[src/rtl/seq_divider32by16.sv]
// seq_divider32by16: sequential restoring divider, 2*DVS_W-bit dividend by
// DVS_W-bit divisor, with start/busy/done handshake.
// Optional build macro: DIV_RADIX4_EN chains two restoring steps per clock
// (16 CALC cycles instead of 32); results are bit-identical either way.
module seq_divider32by16 #(
   parameter int DVS_W = 16
) (
   input  logic                 clk,
   input  logic                 rst_n,
   input  logic                 start,
   input  logic [2*DVS_W-1:0]   Dividend,
   input  logic [DVS_W-1:0]     Divisor,
   output logic                 busy,
   output logic                 done,
   output logic [2*DVS_W-1:0]   Quot,
   output logic [DVS_W-1:0]     Rem,
   output logic                 div_zero
);

   localparam int DVD_W = 2 * DVS_W;
   localparam int CNT_W = $clog2(DVD_W);
`ifdef DIV_RADIX4_EN
   localparam int ITERS = DVD_W / 2;
`else
   localparam int ITERS = DVD_W;
`endif
   localparam logic [CNT_W-1:0] LAST_CNT = CNT_W'(ITERS - 1);

   typedef enum logic [1:0] {IDLE, CALC, FINISH} state_t;

   state_t             state_q, state_d;
   logic [CNT_W-1:0]   cnt_q, cnt_d;
   logic [DVD_W-1:0]   dvd_q, dvd_d;   // dividend shifts out the top, quotient bits enter the bottom
   logic [DVS_W-1:0]   dvs_q, dvs_d;
   logic [DVS_W-1:0]   p_q, p_d;       // partial remainder; always < divisor so DVS_W bits suffice
   logic               busy_q, busy_d;
   logic               done_q, done_d;
   logic [DVD_W-1:0]   quot_q, quot_d;
   logic [DVS_W-1:0]   rem_q, rem_d;
   logic               dz_q, dz_d;

   logic [DVS_W+DVD_W-1:0] step_res;

   // One restoring step: returns {new partial remainder, shifted dividend/quotient word}.
   function automatic logic [DVS_W+DVD_W-1:0] div_step(
      input logic [DVS_W-1:0] p,
      input logic [DVD_W-1:0] w,
      input logic [DVS_W-1:0] d
   );
      logic [DVS_W:0]   ps;
      logic [DVS_W-1:0] nr;
      logic             q;
      ps = {p, w[DVD_W-1]};
      q  = (ps >= {1'b0, d});
      nr = q ? DVS_W'(ps - {1'b0, d}) : ps[DVS_W-1:0];
      return {nr, w[DVD_W-2:0], q};
   endfunction

   // Datapath for one CALC clock: one step, or two chained steps in the radix-4 build.
   always_comb begin
`ifdef DIV_RADIX4_EN
      logic [DVS_W+DVD_W-1:0] s1;
      s1       = div_step(p_q, dvd_q, dvs_q);
      step_res = div_step(s1[DVS_W+DVD_W-1:DVD_W], s1[DVD_W-1:0], dvs_q);
`else
      step_res = div_step(p_q, dvd_q, dvs_q);
`endif
   end

   // Next-state and output logic; results only move on the FINISH->IDLE edge.
   always_comb begin
      state_d = state_q;
      cnt_d   = cnt_q;
      dvd_d   = dvd_q;
      dvs_d   = dvs_q;
      p_d     = p_q;
      busy_d  = busy_q;
      done_d  = 1'b0;
      quot_d  = quot_q;
      rem_d   = rem_q;
      dz_d    = dz_q;
      case (state_q)
         IDLE: begin
            if (start) begin
               dvd_d   = Dividend;
               dvs_d   = Divisor;
               p_d     = '0;
               cnt_d   = '0;
               busy_d  = 1'b1;
               state_d = (Divisor == '0) ? FINISH : CALC;
            end
         end
         CALC: begin
            p_d   = step_res[DVS_W+DVD_W-1:DVD_W];
            dvd_d = step_res[DVD_W-1:0];
            cnt_d = cnt_q + 1'b1;
            if (cnt_q == LAST_CNT) state_d = FINISH;
         end
         FINISH: begin
            done_d  = 1'b1;
            busy_d  = 1'b0;
            dz_d    = (dvs_q == '0);
            quot_d  = (dvs_q == '0) ? '1 : dvd_q;
            rem_d   = (dvs_q == '0) ? dvd_q[DVS_W-1:0] : p_q;
            state_d = IDLE;
         end
         default: state_d = IDLE;
      endcase
   end

   // State and output registers, cleared asynchronously.
   always_ff @(posedge clk or negedge rst_n) begin
      if (!rst_n) begin
         state_q <= IDLE;
         cnt_q   <= '0;
         dvd_q   <= '0;
         dvs_q   <= '0;
         p_q     <= '0;
         busy_q  <= 1'b0;
         done_q  <= 1'b0;
         quot_q  <= '0;
         rem_q   <= '0;
         dz_q    <= 1'b0;
      end else begin
         state_q <= state_d;
         cnt_q   <= cnt_d;
         dvd_q   <= dvd_d;
         dvs_q   <= dvs_d;
         p_q     <= p_d;
         busy_q  <= busy_d;
         done_q  <= done_d;
         quot_q  <= quot_d;
         rem_q   <= rem_d;
         dz_q    <= dz_d;
      end
   end

   assign busy     = busy_q;
   assign done     = done_q;
   assign Quot     = quot_q;
   assign Rem      = rem_q;
   assign div_zero = dz_q;

endmodule

[config.mk]
export PLATFORM = sky130hd
export DESIGN_NAME = seq_divider32by16
export DESIGN_NICKNAME = d
export VERILOG_FILES = /design/src/rtl/seq_divider32by16.sv
export SDC_FILE = /design/constraint.sdc
export NUM_CORES = 1
export LEC_CHECK = 0
export CORE_MARGIN = 5
export CORE_UTILIZATION = 54
export DETAILED_ROUTE_END_ITERATION = 10
export GPL_ROUTABILITY_DRIVEN = 0
export PLACE_DENSITY = 0.8
export SYNTH_ARGS = -nofsm -noshare
export SYNTH_HDL_FRONTEND = slang
export SYNTH_SLANG_ARGS = --single-unit
export TNS_END_PERCENT = 20
[constraint.sdc]
create_clock -name clk -period 3.2 [get_ports clk]
set_input_delay 0.48 -clock clk [delete_from_list [all_inputs] [get_ports clk]]
set_output_delay 0.48 -clock clk [all_outputs]
set_load 0.02 [all_outputs]
==> impl_metrics.toml <==
[run_status]
status = "completed"

[route]
ant_nets = 0
wl_um = 17400
drc = 0
firstDrtPassIters = 6
vias = 5767
first_iter_violations = 743
post_drt_via_cell_ratio = 5.99
wl_per_cell_um = 18.1

[die]
die_y_um = 119
coreArea_mm2 = 0.0119
pin_count = 102
die_x_um = 119
rows = 40
dieArea_mm2 = 0.0142
initial_core_util = 0.545

[synthesis]
synth_mux_area_frac = 0.0265
syn_inst = 719
synth_compound_area_frac = 0.237
synthAdderAreaFrac = 0.0380
synth_xor_area_frac = 0.0108
ys_seq_elements = 122
synth_top_family_by_area = "compound AO/OA/AOI/OAI gates"
synth-seq-area-share = 0.473
synth.distinct_cells = 56
yosysWarningCount = 0
synth_area_mm2 = 0.00646
async_flop_share = 1.00
syn_avg_cell_area_um2 = 8.98
synthSimpleGateAreaFrac = 0.172
synth_edf_count = 0
synth_flop_cell = "dfrtp_1"
synth_nets = 789

[timing]
final.setup.worst_slack_ps = 515
hold_slack_ps = 190
tns_ps = 0
rsz0062_at_grt = "false"
relSlewSlack = 0.400
setup_violations = 0
tightest_slew_ps = 900
hold_viol = 0
post-route-min-period_ps = 2690
max_freq_ghz = 0.372
drv_slew = 0
fin_worst_skew_ps = 5.75
min_period_over_period = 0.839

[cts]
htree_levels = 4
cts_tree = "done"
clk_latency_ps = 420
cts_setup_buffers = 0
cts_resized = 0
cts_sinks = 122
postCtsHoldBufs = 0
clkTransAtPathRegs_ps = 60
cts_buffers = 17
root_buffer = "clkbuf_16"
clk_path_buf_depth = 2

[worst_setup_path]
r2r-start = "p_q[9]"
r2r_setup_slack_ps = 510
r2r-end = "p_q[4]"
crit_start = "p_q[9]"
cpMostUsedCell = "a221o_1"
end_kind = "flip-flop"
ff2ff_path_depth = 7
crit_path_max_fanout = 19
slowest_stage = "dfrtp_1"
critPathMaxStageDelay_ps = 430
cp_cell_sequence = "ha_1 > a21o_1 > a221o_1 > nand2_1 > nand3_4 > or2_1 > a221o_1"
path_class = "flip-flop to flip-flop"
startpoint_type = "flip-flop"
worst_ep_required_time_ps = 3490
cp-endpoint = "p_q[4]"
cp.arrival_ps = 2980

[power]
p_int_mw = 5.44
power_density_mw_per_mm2 = 1160
swShare = 0.425
peakVddDrop_v = 0.000417
seqPwrFrac = 0.305
clockPowerShare = 0.194
p_switching_mw = 4.03
combPwrFrac = 0.501
leakagePower_nw = 3.56

[final_layout]
design_area_mm2 = 0.00814
final_util = 0.686
nets = 872
diodes = 0
drive_gt1_frac = 0.0712
layout-area-overhead-vs-synth_pct = 26.0

[global_routing]
antenna_found_initial = 0
grt_pass1_wl_um = 28900
grt_util_all_layers = 0.251
overflow = 0
first_global_vias = 5618
grt_max_degree = 73

[placement]
place_area_mm2 = 0.00757
dp_slack_ps = 531
hpwlAfterDp_um = 12300
port_buffers = 101

[hold_path]
hold_class = "input port to asynchronous set/reset pin"

[run]
cap_violations = 0
==> worst min-delay path by stage <==
stage	slack, ps	endpoint	cells after the start
4_1_cts	220	Quot[17]	1
6_report	190	Quot[17]	1
5_1_grt	260	Quot[17]	1
3_5_place_dp	460	Quot[20]	2
3_3_place_gp	450	Quot[17]	2
2_1_floorplan	180	Quot[0]	0
==> cell usage in the layout, fill, tap and decap left out, types with 2 or more instances in the layout <==
cell type / instances
clkbuf_16: 17
o311ai_0: 3
clkinvlp_4: 6
o21ai_0: 114
o31ai_1: 4
nor4_1: 9
xor2_1: 3
nand4_1: 4
nor3_1: 10
inv_6: 2
inv_1: 18
a21oi_1: 42
nor2b_4: 2
buf_4: 16
a22oi_1: 30
and3_1: 4
ha_1: 18
clkinv_2: 2
nand3_1: 7
a211oi_1: 5
nor2_1: 11
nor2b_1: 35
clkinv_4: 2
dfrtp_1: 122
or3_1: 4
o31a_1: 7
xnor2_1: 5
nand2_1: 139
a221o_1: 5
clkdlybuf4s50_1: 100
mux2i_1: 16
o21a_1: 2
clkbuf_8: 2
a22o_1: 2
o211ai_1: 13
a21o_1: 7
==> synthesized netlist by cell type (all sizes together) (7+ instances only) <==
| cell type | count | area share |
|---|---|---|
| a22oi | 30 | 0.035 |
| o31a | 7 | 0.0095 |
| ha | 18 | 0.035 |
| nand3 | 8 | 0.0081 |
| buf | 9 | 0.0076 |
| a21oi | 42 | 0.033 |
| inv | 18 | 0.010 |
| mux2i | 16 | 0.025 |
| nor2b | 38 | 0.038 |
| nor2 | 11 | 0.0064 |
| nor3 | 10 | 0.0077 |
| nor4 | 9 | 0.0087 |
| o21ai | 114 | 0.088 |
| o211ai | 14 | 0.017 |
| dfrtp | 122 | 0.47 |
| a21o | 7 | 0.0081 |
| clkbuf | 43 | 0.025 |
| nand2 | 139 | 0.081 |
==> per-stage QoR <==
| step | cells | total power, mW |
|---|---|---|
| 2_1_floorplan | 719 | 6.01 |
| 3_3_place_gp | 930 | 7.36 |
| 3_5_place_dp | 930 | 7.54 |
| 4_1_cts | 962 | 9.41 |
| 5_1_grt | 962 | 10.1 |
| 6_report | 962 | 9.47 |
==> power by group through the flow <==
stage          sequential (mW)  combinational, mW  clock, mW
2_1_floorplan             3.05               2.96          0
3_3_place_gp              2.84               4.51          0
3_5_place_dp              2.89               4.66          0
4_1_cts                   2.87               4.70       1.85
5_1_grt                   2.98               5.21       1.93
6_report                  2.89               4.75       1.83
==> state kept, by name, indices dropped and copies added, names as in the netlist <==
register	cells
Quot	32
dvd_q	32
Rem	16
dvs_q	16
p_q	16
cnt_q	5
state_q	2
busy	1
div_zero	1
done	1
==> critical path: cells and delay by family, from the launching register on <==
family	cells	cell delay, ps
DFF	1	430
and+or+nand+nor	3	720
adders and majority gates	1	430
AOI/OAI and AO/OA	3	970
==> per-layer routing <==
| metal | up-vias | part of all wire | global-route usage |
|---|---|---|---|
| met5 | - | 0 | 0 |
| met4 | 0 | 0.028 | 0.0909 |
| met3 | 33 | 0.069 | 0.0575 |
| met2 | 219 | 0.48 | 0.403 |
| met1 | 2775 | 0.42 | 0.334 |
| li1 | 2740 | - | - |
==> area by class of cell <==
type                       instances  area, um2
fill                             920       3720
multi-input combinational        527       3140
sequential                       122       3050
timing repair buffer             116       1120
clock buffer                      19        453
tap                              147        184
clock inverter                    13        120
inverter                          18       67.6
==> kinds of logic after synthesis <==
logic type | Yosys count
AOI/OAI and AO/OA | 247
adders and majority gates | 19
and+or+nand+nor | 236
buffers and inverters | 70
muxes | 17
xor gates and xnor gates | 8
DFF | 122
(Power assumes the default switching activity.)
